### config.mk
export PLATFORM = sky130hd
export DESIGN_NAME = distram_write_arbiter
export DESIGN_NICKNAME = d
export VERILOG_FILES = /design/src/rtl/distram_write_arbiter.sv
export SDC_FILE = /design/constraint.sdc
export NUM_CORES = 1
export LEC_CHECK = 0
export CORE_ASPECT_RATIO = 2
export CORE_MARGIN = 3
export CORE_UTILIZATION = 61
export DETAILED_ROUTE_END_ITERATION = 10
export PLACE_DENSITY = 0.79
export SYNTH_ARGS = -nofsm -noshare
export SYNTH_HDL_FRONTEND = slang
export SYNTH_SLANG_ARGS = --single-unit
### constraint.sdc
create_clock -name clk -period 4.45 [get_ports clk]
set_clock_uncertainty 0.05 [all_clocks]
set_input_delay 0.89 -clock clk [delete_from_list [all_inputs] [get_ports clk]]
set_output_delay 0.89 -clock clk [all_outputs]
set_load 0.1 [all_outputs]
### src/rtl/distram_write_arbiter.sv
// Write-port owner for a dual-port distributed RAM: clear sweep after reset/flush, round-robin
// arbitration of two write requesters, masked combinational read port. Option: DISTRAM_WRITE_BYPASS_EN.

module distram_write_arbiter_ram #(
    parameter int unsigned WIDTH      = 32,
    parameter int unsigned DEPTH      = 32,
    parameter int unsigned ADDR_WIDTH = $clog2(DEPTH)
) (
    input  logic                  clk,
    input  logic                  wea,
    input  logic [ADDR_WIDTH-1:0] addra,
    input  logic [WIDTH-1:0]      dina,
    input  logic [ADDR_WIDTH-1:0] addrb,
    output logic [WIDTH-1:0]      doutb
);
    // No reset: contents are defined only by the owner's clear sweep.
    logic [WIDTH-1:0] mem [DEPTH];

    always_ff @(posedge clk) begin
        if (wea) begin
            mem[addra] <= dina;
        end
    end

    assign doutb = mem[addrb];
endmodule

module distram_write_arbiter #(
    parameter int unsigned       WIDTH      = 32,
    parameter int unsigned       DEPTH      = 32,
    parameter logic [WIDTH-1:0]  INIT_VALUE = '0
) (
    input  logic                          clk,
    input  logic                          resetn,
    input  logic                          flush,
    output logic                          init_done,
    input  logic                          req0_valid,
    input  logic [$clog2(DEPTH)-1:0]      req0_addr,
    input  logic [WIDTH-1:0]              req0_data,
    output logic                          req0_ready,
    input  logic                          req1_valid,
    input  logic [$clog2(DEPTH)-1:0]      req1_addr,
    input  logic [WIDTH-1:0]              req1_data,
    output logic                          req1_ready,
    input  logic [$clog2(DEPTH)-1:0]      rd_addr,
    output logic [WIDTH-1:0]              rd_data
);
    localparam int unsigned ADDR_WIDTH = $clog2(DEPTH);

    typedef enum logic {
        CLEAR = 1'b0,
        RUN   = 1'b1
    } state_t;

    state_t                state, state_nxt;
    logic [ADDR_WIDTH-1:0] clr_cnt, clr_cnt_nxt;
    logic                  last_grant, last_grant_nxt;

    logic                  grant0, grant1;
    logic                  wea;
    logic [ADDR_WIDTH-1:0] addra;
    logic [WIDTH-1:0]      dina;
    logic [WIDTH-1:0]      ram_doutb;

    always_ff @(posedge clk or negedge resetn) begin
        if (!resetn) begin
            state      <= CLEAR;
            clr_cnt    <= '0;
            last_grant <= 1'b1;
        end else begin
            state      <= state_nxt;
            clr_cnt    <= clr_cnt_nxt;
            last_grant <= last_grant_nxt;
        end
    end

    always_comb begin
        state_nxt      = state;
        clr_cnt_nxt    = clr_cnt;
        last_grant_nxt = last_grant;
        grant0         = 1'b0;
        grant1         = 1'b0;
        wea            = 1'b0;
        addra          = '0;
        dina           = INIT_VALUE;

        case (state)
            CLEAR: begin
                wea   = 1'b1;
                addra = clr_cnt;
                dina  = INIT_VALUE;
                if (flush) begin
                    clr_cnt_nxt = '0;
                end else if (clr_cnt == ADDR_WIDTH'(DEPTH - 1)) begin
                    clr_cnt_nxt = '0;
                    state_nxt   = RUN;
                end else begin
                    clr_cnt_nxt = clr_cnt + ADDR_WIDTH'(1);
                end
            end
            RUN: begin
                // On a tie the requester that did not win last time is granted.
                grant0 = req0_valid && (!req1_valid || last_grant);
                grant1 = req1_valid && (!req0_valid || !last_grant);
                if (grant0) begin
                    wea            = 1'b1;
                    addra          = req0_addr;
                    dina           = req0_data;
                    last_grant_nxt = 1'b0;
                end else if (grant1) begin
                    wea            = 1'b1;
                    addra          = req1_addr;
                    dina           = req1_data;
                    last_grant_nxt = 1'b1;
                end
                if (flush) begin
                    state_nxt   = CLEAR;
                    clr_cnt_nxt = '0;
                end
            end
            default: begin
                state_nxt   = CLEAR;
                clr_cnt_nxt = '0;
            end
        endcase
    end

    assign init_done  = (state == RUN);
    assign req0_ready = grant0;
    assign req1_ready = grant1;

    distram_write_arbiter_ram #(
        .WIDTH      (WIDTH),
        .DEPTH      (DEPTH),
        .ADDR_WIDTH (ADDR_WIDTH)
    ) u_ram (
        .clk   (clk),
        .wea   (wea),
        .addra (addra),
        .dina  (dina),
        .addrb (rd_addr),
        .doutb (ram_doutb)
    );

    always_comb begin
        rd_data = ram_doutb;
        if (state != RUN) begin
            rd_data = INIT_VALUE;
        end
`ifdef DISTRAM_WRITE_BYPASS_EN
        else if (wea && (rd_addr == addra)) begin
            rd_data = dina;
        end
`endif
    end
endmodule

Word level (Yosys, flattened, before mapping). Memories as Yosys holds them, arrays and structs flattened. Index checks and enable logic that the tools add are counted. W data, S select, Z words.

Flip-flop bits (word level): 7. RAM bits: 1024. Output and inout bits: 35. Memories kept: 1.

Memory list: u_ram.mem (words 32, bits a word 32, rd ports 1, clocked after memory_dff 0, wr ports 1, RTL line 17) `logic [WIDTH-1:0] mem [DEPTH];`.

$add $sub $neg: 1. Eq/ne operators: 2. Multiplexer cells: 24. Bitwise operators: 1. Reductions and logical operators: 9.

Operators with widths (count): $mux W32 (3); $pmux W32 S2 (1); $mux W5 (5); $pmux W5 S2 (2); $mux W1 (11); $add A5 B1 Y5 const B (1); $eq A5 B5 Y1 const B (1); $pmux W1 S2 (2); $logic_not A1 Y1 (3); $logic_and A1 B1 Y1 (2); $logic_or A1 B1 Y1 (2); $ne A2 B2 Y1 const B (1); $reduce_and A2 Y1 (1); $reduce_bool A2 Y1 (1); $not A1 Y1 (1).

Logic depth before layout (Yosys ltp). Gate-level depths: netlist of run 1.

Word-level depth: 8. Gate-level depth with buffers: 9. Mapped depth without buffers: 6.

Cells and area by module. A second synthesis of run 1 with hierarchy kept.

Cell total of the unflattened synthesis: 2352. Area total of the unflattened synthesis: 40831.7 um2.

Modules (own cells, without submodules): distram_write_arbiter_ram (instances 1, cells an instance 2228, area each 39844.5 um2, seq. area each 30749.5 um2); distram_write_arbiter (instances 1, cells an instance 124, area each 987.2 um2, seq. area each 176.4 um2).

Worst setup path after synthesis of run 1. Ideal clock, no wire load.

Path kind: input-to-output. Start point: in rd_addr[0]. End point: out rd_data[27]. Arrival time: 3.730 ns. Required time: 3.510 ns. Path slack: -0.220 ns. Cell stages on the path: 8. Cells stage by stage: buf_2 > buf_4 > buf_4 > buf_4 > buf_2 > nor2_2 > a22oi_1 > a31oi_1.

Longest elaborated chain between the ends: 2.

Ends and longest elaborated chain: from (decl) (RTL line 45) `input logic [$clog2(DEPTH)-1:0] rd_addr,`; $mem_v2 Z32 W32; $mux W32 (RTL line 147) `if (state != RUN) begin`; to (decl) (RTL line 46) `output logic [WIDTH-1:0] rd_data`.

Every way passes these cells.

Final worst setup path of run 1.
Start point: in rd_addr[1]. End point: out rd_data[10].

Same word-level chain as after synthesis.

==> results of run 1 <==
[power by group through the flow]
stage	combinational, mW	sequential, mW	clock [mW]
floorplan	0.531	10.9	0
global placement	0.896	10.9	0
detailed placement	0.915	10.9	0
CTS	0.939	10.6	7.59
global route	0.978	10.6	7.92
finish	0.939	10.6	7.52
[final cells by class]
type                            instances  area share
Sequential cell                      1031       0.659
Multi-Input combinational cell        607       0.189
Clock inverter                         48      0.0110
Antenna cell                            1   0.0000533
Tap cell                              871      0.0232
Clock buffer                          102      0.0480
Inverter                                3    0.000240
Timing Repair Buffer                  268      0.0691
[stage by stage]
step | total power, mW | cell area [sq um] | cells | worst slack (ns)
global placement | 11.7 | 44100 | 2780 | 0.135
CTS | 19.2 | 46900 | 2930 | 0.178
global route | 19.5 | 46900 | 2930 | 0.117
finish | 19.1 | 46900 | 2931 | 0.181
floorplan | 11.4 | 40000 | 1744 | 0.326
detailed placement | 11.8 | 44100 | 2780 | 0.0528
[flip-flops by register name (all words and copies together) (netlist names)]
signal,count
u_ram.mem,1024
clr_cnt,5
init_done,1
last_grant,1
[kinds of logic after synthesis]
logic type	Yosys count	share of synthesized area
fa+ha+maj	2	0.000627
compound gates	149	0.0289
flops	1031	0.776
mux	354	0.172
simple gates	102	0.0114
buf+inv	106	0.0120
[worst register-to-register path: cells and delay by family (launching register included)]
kind                   cells  cell delay [ns]
buffers and inverters      1             0.36
flip-flops                 1             0.56
AND/OR/NAND/NOR            3             1.66
AO/OA/AOI/OAI              2             0.56
[path summary, 6_finish.rpt]
kind                                  from           endpoint  slack, ns  cells after the start
worst max-delay path            rd_addr[1]        rd_data[10]       0.18                      8
worst min-delay path                resetn         clr_cnt[3]       0.47                      1
worst max register to register  last_grant  u_ram.mem[12][24]       0.94                      6
worst min register to register  last_grant         last_grant       0.49                      2
max in group asynchronous           resetn         last_grant       3.58                      1
min in group clk                last_grant         last_grant       0.49                      2
[layer usage]
| layer | vias to the layer above | share of wire | track usage |
|---|---|---|---|
| li1 | 7982 | - | - |
| met1 | 10900 | 0.32 | 0.385 |
| met5 | - | 0.00013 | 0 |
| met4 | 2 | 0.066 | 0.191 |
| met2 | 1769 | 0.51 | 0.530 |
| met3 | 432 | 0.10 | 0.0628 |
[cells in the mapped netlist (all sizes together) (2+ instances only)]
cell,number
nand2,11
nand3,6
a31oi,13
and3,2
and2,2
or3,3
dfrtp,6
mux2,74
a22oi,10
edfxtp,1024
a221oi,25
a22o,32
inv,3
nor2b,10
o21ai,3
mux4,256
a21o,2
clkbuf,45
buf,58
ha,2
nand2b,3
nor2,59
mux2i,24
o221ai,33
nor3,3
a21oi,25
a221o,2
==> run_results.csv, run 1 <==
group,metric,value,unit
yosys,async_flop_share,0.00679,
yosys,synth-seq-cells,1031,
placement,globalplace.congestion,0.888,
worst_setup_path,critPathBufInv,4,
floorplanning,die_height,368,microns
clocking,cts_sinks,1031,
drt,via_per_inst,7.19,
clocking,cts_resized,0,
clocking,postCtsHoldBufs,0,
global_route,grt_pass1_wl,155000,microns
worst_setup_path,cpLargestDelayFamily,"buffers and inverters",
worst_setup_path,cp_max_fo,29,
cells_and_area,fin_util,0.725,
clocking,clk_pin_slew,0.07,ns
sta,maxSlewHeadroom,0.258,
global_route,grt_max_degree,39,
clocking,cts_buffer_depth,3,
floorplanning,die_w,187,microns
floorplanning,io_pins,119,
placement,io_buffer_count,118,
yosys,synthTopCellsByArea,"edfxtp_1 (77%), mux4_2 (14%), mux2_2 (2.1%), o221ai_1 (0.72%), a22o_1 (0.70%)",
clocking,cts-buffers-inserted,82,
drt,drc,0,
sta,setup_tns,0,ns
power,pwr-share-seq,0.557,
yosys,seq_area_frac_synth,0.776,
worst_setup_path,required,3.51,ns
floorplanning,core_area,64700,sq um
power,power_frac_comb,0.049,
sta,drv_slew,0,
yosys,ys.flop_type,"edfxtp_1",
yosys,synth.top_cell.area_share,0.771,
sta,hold_ws,0.469,ns
power,internal_power,15.2,mW
sta,clock.fmax,0.234,GHz
worst_hold_path,hp-class,"in2async",
yosys,netlist_area,39900,sq um
worst_setup_path,crit_path_end_kind,"output pin",
sta,period_needed,4.27,ns
worst_setup_path,critical_path_class,"in2out",
clocking,htree_num_levels,3,
global_route,antenna_found_initial,1,
worst_setup_path,cp_data_arrival_time,3.33,ns
run,cap_violations,0,
drt,drtIter0Drc,2845,
cells_and_area,regArea,30900,sq um
yosys,synth_edf_count,1024,
global_route,overflow,0,
outcome,status,"finished clean",
yosys,netlist_instances,1744,
worst_setup_path,critPathSlowestCell,"mux4_2",
floorplanning,dieArea,68700,sq um
placement,hpwlAfterDp,58200,microns
drt,first_pass_iters,5,
worst_setup_path,path_cells,"buf_8 -> buf_12 -> buf_12 -> mux4_2 -> mux2_2 -> o221ai_1 -> a31oi_2 -> buf_12",
floorplanning,initial_core_util,0.616,
yosys,syn_area_per_cell,22.9,sq um
power,power.share.clock,0.394,
global_route,grt_use_total,0.317,
cells_and_area,synthToLayoutAreaGrowth,17.6,%
worst_setup_path,path_common_cell,"buf_12",
cells_and_area,multi_input_area,8870,sq um
global_route,grt_pass1_vias,22100,
power,p_leak,16.0,nW
power,ir_worst_vdd,0.363,mV
sta,hold_viol,0,
sta,period_share,0.959,
drt,drt-total-wl,107000,microns
clocking,cts_root_buf,"clkbuf_16",
clocking,cts_tree,"done",
power,p_per_area,407,nW/um^2
yosys,yosysWarnings,0,
cells_and_area,layout-drive-gt1-share,0.350,
yosys,synth_fp_nets,1830,
yosys,yosysUniqueCellTypes,39,
drt,drtAntennaViolNets,0,
worst_setup_path,start_kind,"primary input",
yosys,yosys.area.top_type,"edfxtp_1",
sta,tightest_slew,1.11,ns
cells_and_area,finish.net_count,2079,
sta,setup_violations,0,
drt,wl_per_cell,36.4,microns
clocking,clk_latency,0.63,ns
drt,vias,21100,
cells_and_area,fillers,3516,
sta,rsz0062_at_grt,"false",
clocking,post-cts-setup-buffers,0,
power,switching_share,0.204,
power,switching_power,3.89,mW
floorplanning,num_rows,132,
cells_and_area,final_cell_mix,"edfxtp_1 (1024), mux4_2 (256), buf_4 (103)",
worst_setup_path,slowest_delay,0.54,ns
cells_and_area,final_common_cell,"edfxtp_1",
Power figures use the tool's default switching activity.
==> run 2, diff against run 1 <==
Settings changed: CTS_CLUSTER_SIZE set to 40.
==> results of run 2 <==
Final layout, timing and power as in run 1 (identical DEF).
==> run 3, diff against run 2 <==
Settings changed: CORE_UTILIZATION 61 to 65, PLACE_DENSITY 0.79 to 0.84.
Clock period 4.45 ns to 5.2 ns, I/O delays scaled along.
==> run_results.csv, run 3 (synthesis gave the netlist of run 1 again) <==
group,metric,value,unit
worst_setup_path,slowest_delay,0.72,ns
placement,post-place-cells,2627,
power,p_per_area,353,nW/um^2
power,p_leak,15.6,nW
clocking,clk_pin_slew,0.07,ns
cells_and_area,largest_reg_flops,1024,
worst_setup_path,cp_data_arrival_time,3.64,ns
clocking,cts_root_buf,"clkbuf_16",
drt,drc,0,
outcome,status,"finished clean",
worst_hold_path,holdPathStages,2,
clocking,cts_resized,0,
worst_hold_path,holdPathEnd,"last_grant",
clocking,cts_sinks,1031,
clocking,cts_buffer_depth,3,
clocking,postCtsHoldBufs,0,
clocking,htree_num_levels,3,
drt,drtIter0Drc,3250,
cells_and_area,final_common_cell,"edfxtp_1",
cells_and_area,finish.net_count,2022,
cells_and_area,diodes,0,
worst_hold_path,hp-class,"reg2reg",
worst_setup_path,path_cells,"clkbuf_8 -> buf_12 -> and2_0 -> a221oi_1 -> a21oi_1 -> buf_12",
worst_hold_path,hold_start,"last_grant",
clocking,post-cts-setup-buffers,0,
run,cap_violations,0,
clocking,cts_tree,"done",
global_route,grt_use_total,0.341,
placement,globalplace.congestion,0.794,
global_route,overflow,0,
sta,tightest_slew,1.29,ns
global_route,antenna_found_initial,1,
cells_and_area,top_regs,"u_ram.mem: 1024 flops, clr_cnt: 5 flops",
drt,first_pass_iters,5,
sta,drv_slew,0,
placement,io_buffer_count,118,
drt,drt-total-wl,108000,microns
cells_and_area,final_cell_mix,"edfxtp_1 (1024), mux4_2 (256), clkbuf_16 (83)",
sta,setup_tns,0,ns
worst_setup_path,reg2reg_to,"u_ram.mem[27][5]",
power,ir_worst_vdd,0.330,mV
global_route,grt_pass1_vias,22100,
global_route,grt_max_degree,47,
floorplanning,dieArea,64500,sq um
floorplanning,core_area,60400,sq um
worst_setup_path,critPathSlowestCell,"and2_0",
worst_setup_path,crit_path_end_kind,"output pin",
sta,rsz0062_at_grt,"false",
placement,hpwlAfterDp,57500,microns
worst_setup_path,reg2regPathDepth,5,
worst_setup_path,start_kind,"primary input",
worst_setup_path,cp_max_fo,41,
floorplanning,io_pins,119,
drt,via_per_inst,7.59,
floorplanning,initial_core_util,0.660,
cells_and_area,synthToLayoutAreaGrowth,15.4,%
sta,period_needed,4.73,ns
sta,setup_violations,0,
drt,drtAntennaViolNets,0,
worst_setup_path,required,4.11,ns
cells_and_area,layout-drive-gt1-share,0.314,
global_route,grt_pass1_wl,156000,microns
sta,clock.fmax,0.211,GHz
cells_and_area,top_register,"u_ram.mem",
floorplanning,die_w,181,microns
drt,wl_per_cell,38.8,microns
sta,period_share,0.909,
sta,hold_viol,0,
cells_and_area,final-instance-count-excl-fill,2772,
floorplanning,num_rows,127,
worst_setup_path,r2r_setup_slack,1.35,ns
clocking,cts-buffers-inserted,81,
worst_setup_path,critical_path_class,"in2out",
clocking,clk_latency,0.63,ns
worst_setup_path,r2r-start,"init_done",
sta,maxSlewHeadroom,0.143,
floorplanning,die_height,356,microns
drt,vias,21000,
worst_setup_path,path_common_cell,"buf_12",
-- run 3: where the power goes --
part | switching, mW | internal [mW] | leakage [nW]
Clock | 2.90 | 3.48 | 1.30
Combinational | 0.408 | 0.362 | 3.83
Sequential | 0.0317 | 9.09 | 10.5
Total | 3.34 | 12.9 | 15.6
-- run 3: worst max-delay path, delay by kind of cell --
family / cells / cell delay [ns]
compound gates: 2 / 0.78
simple gates: 1 / 0.72
buf+inv: 3 / 1.01
-- run 3: worst max-delay path by stage --
| stage | start | endpoint | slack, ns |
|---|---|---|---|
| floorplan | rd_addr[0] | rd_data[27] | 0.23 |
| global placement | rd_addr[0] | rd_data[9] | 0.64 |
| detailed placement | rd_addr[0] | rd_data[1] | 0.61 |
| CTS | rd_addr[1] | rd_data[3] | 0.55 |
| global route | rd_addr[1] | rd_data[3] | 0.44 |
| finish | rd_addr[0] | rd_data[3] | 0.47 |
-- run 3: routing by layer --
layer  GRT usage  wire, microns  up-vias
met2       0.578          56100     2008
met1       0.414          32000    10700
met3      0.0604          11900      472
met5           0             13        -
met4       0.202           7540        2
li1            -              -     7859
-- run 3: final cells by class --
cell class / instances / area (sq um)
clock buffer: 90 / 2100
clock inverter: 55 / 574
fill: 2907 / 14400
inverter: 3 / 11.3
multi-input combinational: 607 / 8730
sequential: 1031 / 30900
tap: 774 / 968
timing repair buffer: 212 / 2720
-- run 3: through the flow --
| stage | hold WS (ns) | total power, mW | instance area [sq um] | setup slack, ns | utilization |
|---|---|---|---|---|---|
| CTS | 0.462 | 16.3 | 46000 | 0.551 | 0.762 |
| global placement | 0.420 | 10.0 | 43400 | 0.637 | 0.718 |
| detailed placement | 0.451 | 10.0 | 43400 | 0.612 | 0.718 |
| finish | 0.460 | 16.3 | 46000 | 0.472 | 0.762 |
| global route | 0.488 | 16.6 | 46000 | 0.440 | 0.762 |
| floorplan | 0.408 | 9.73 | 39900 | 0.230 | - |
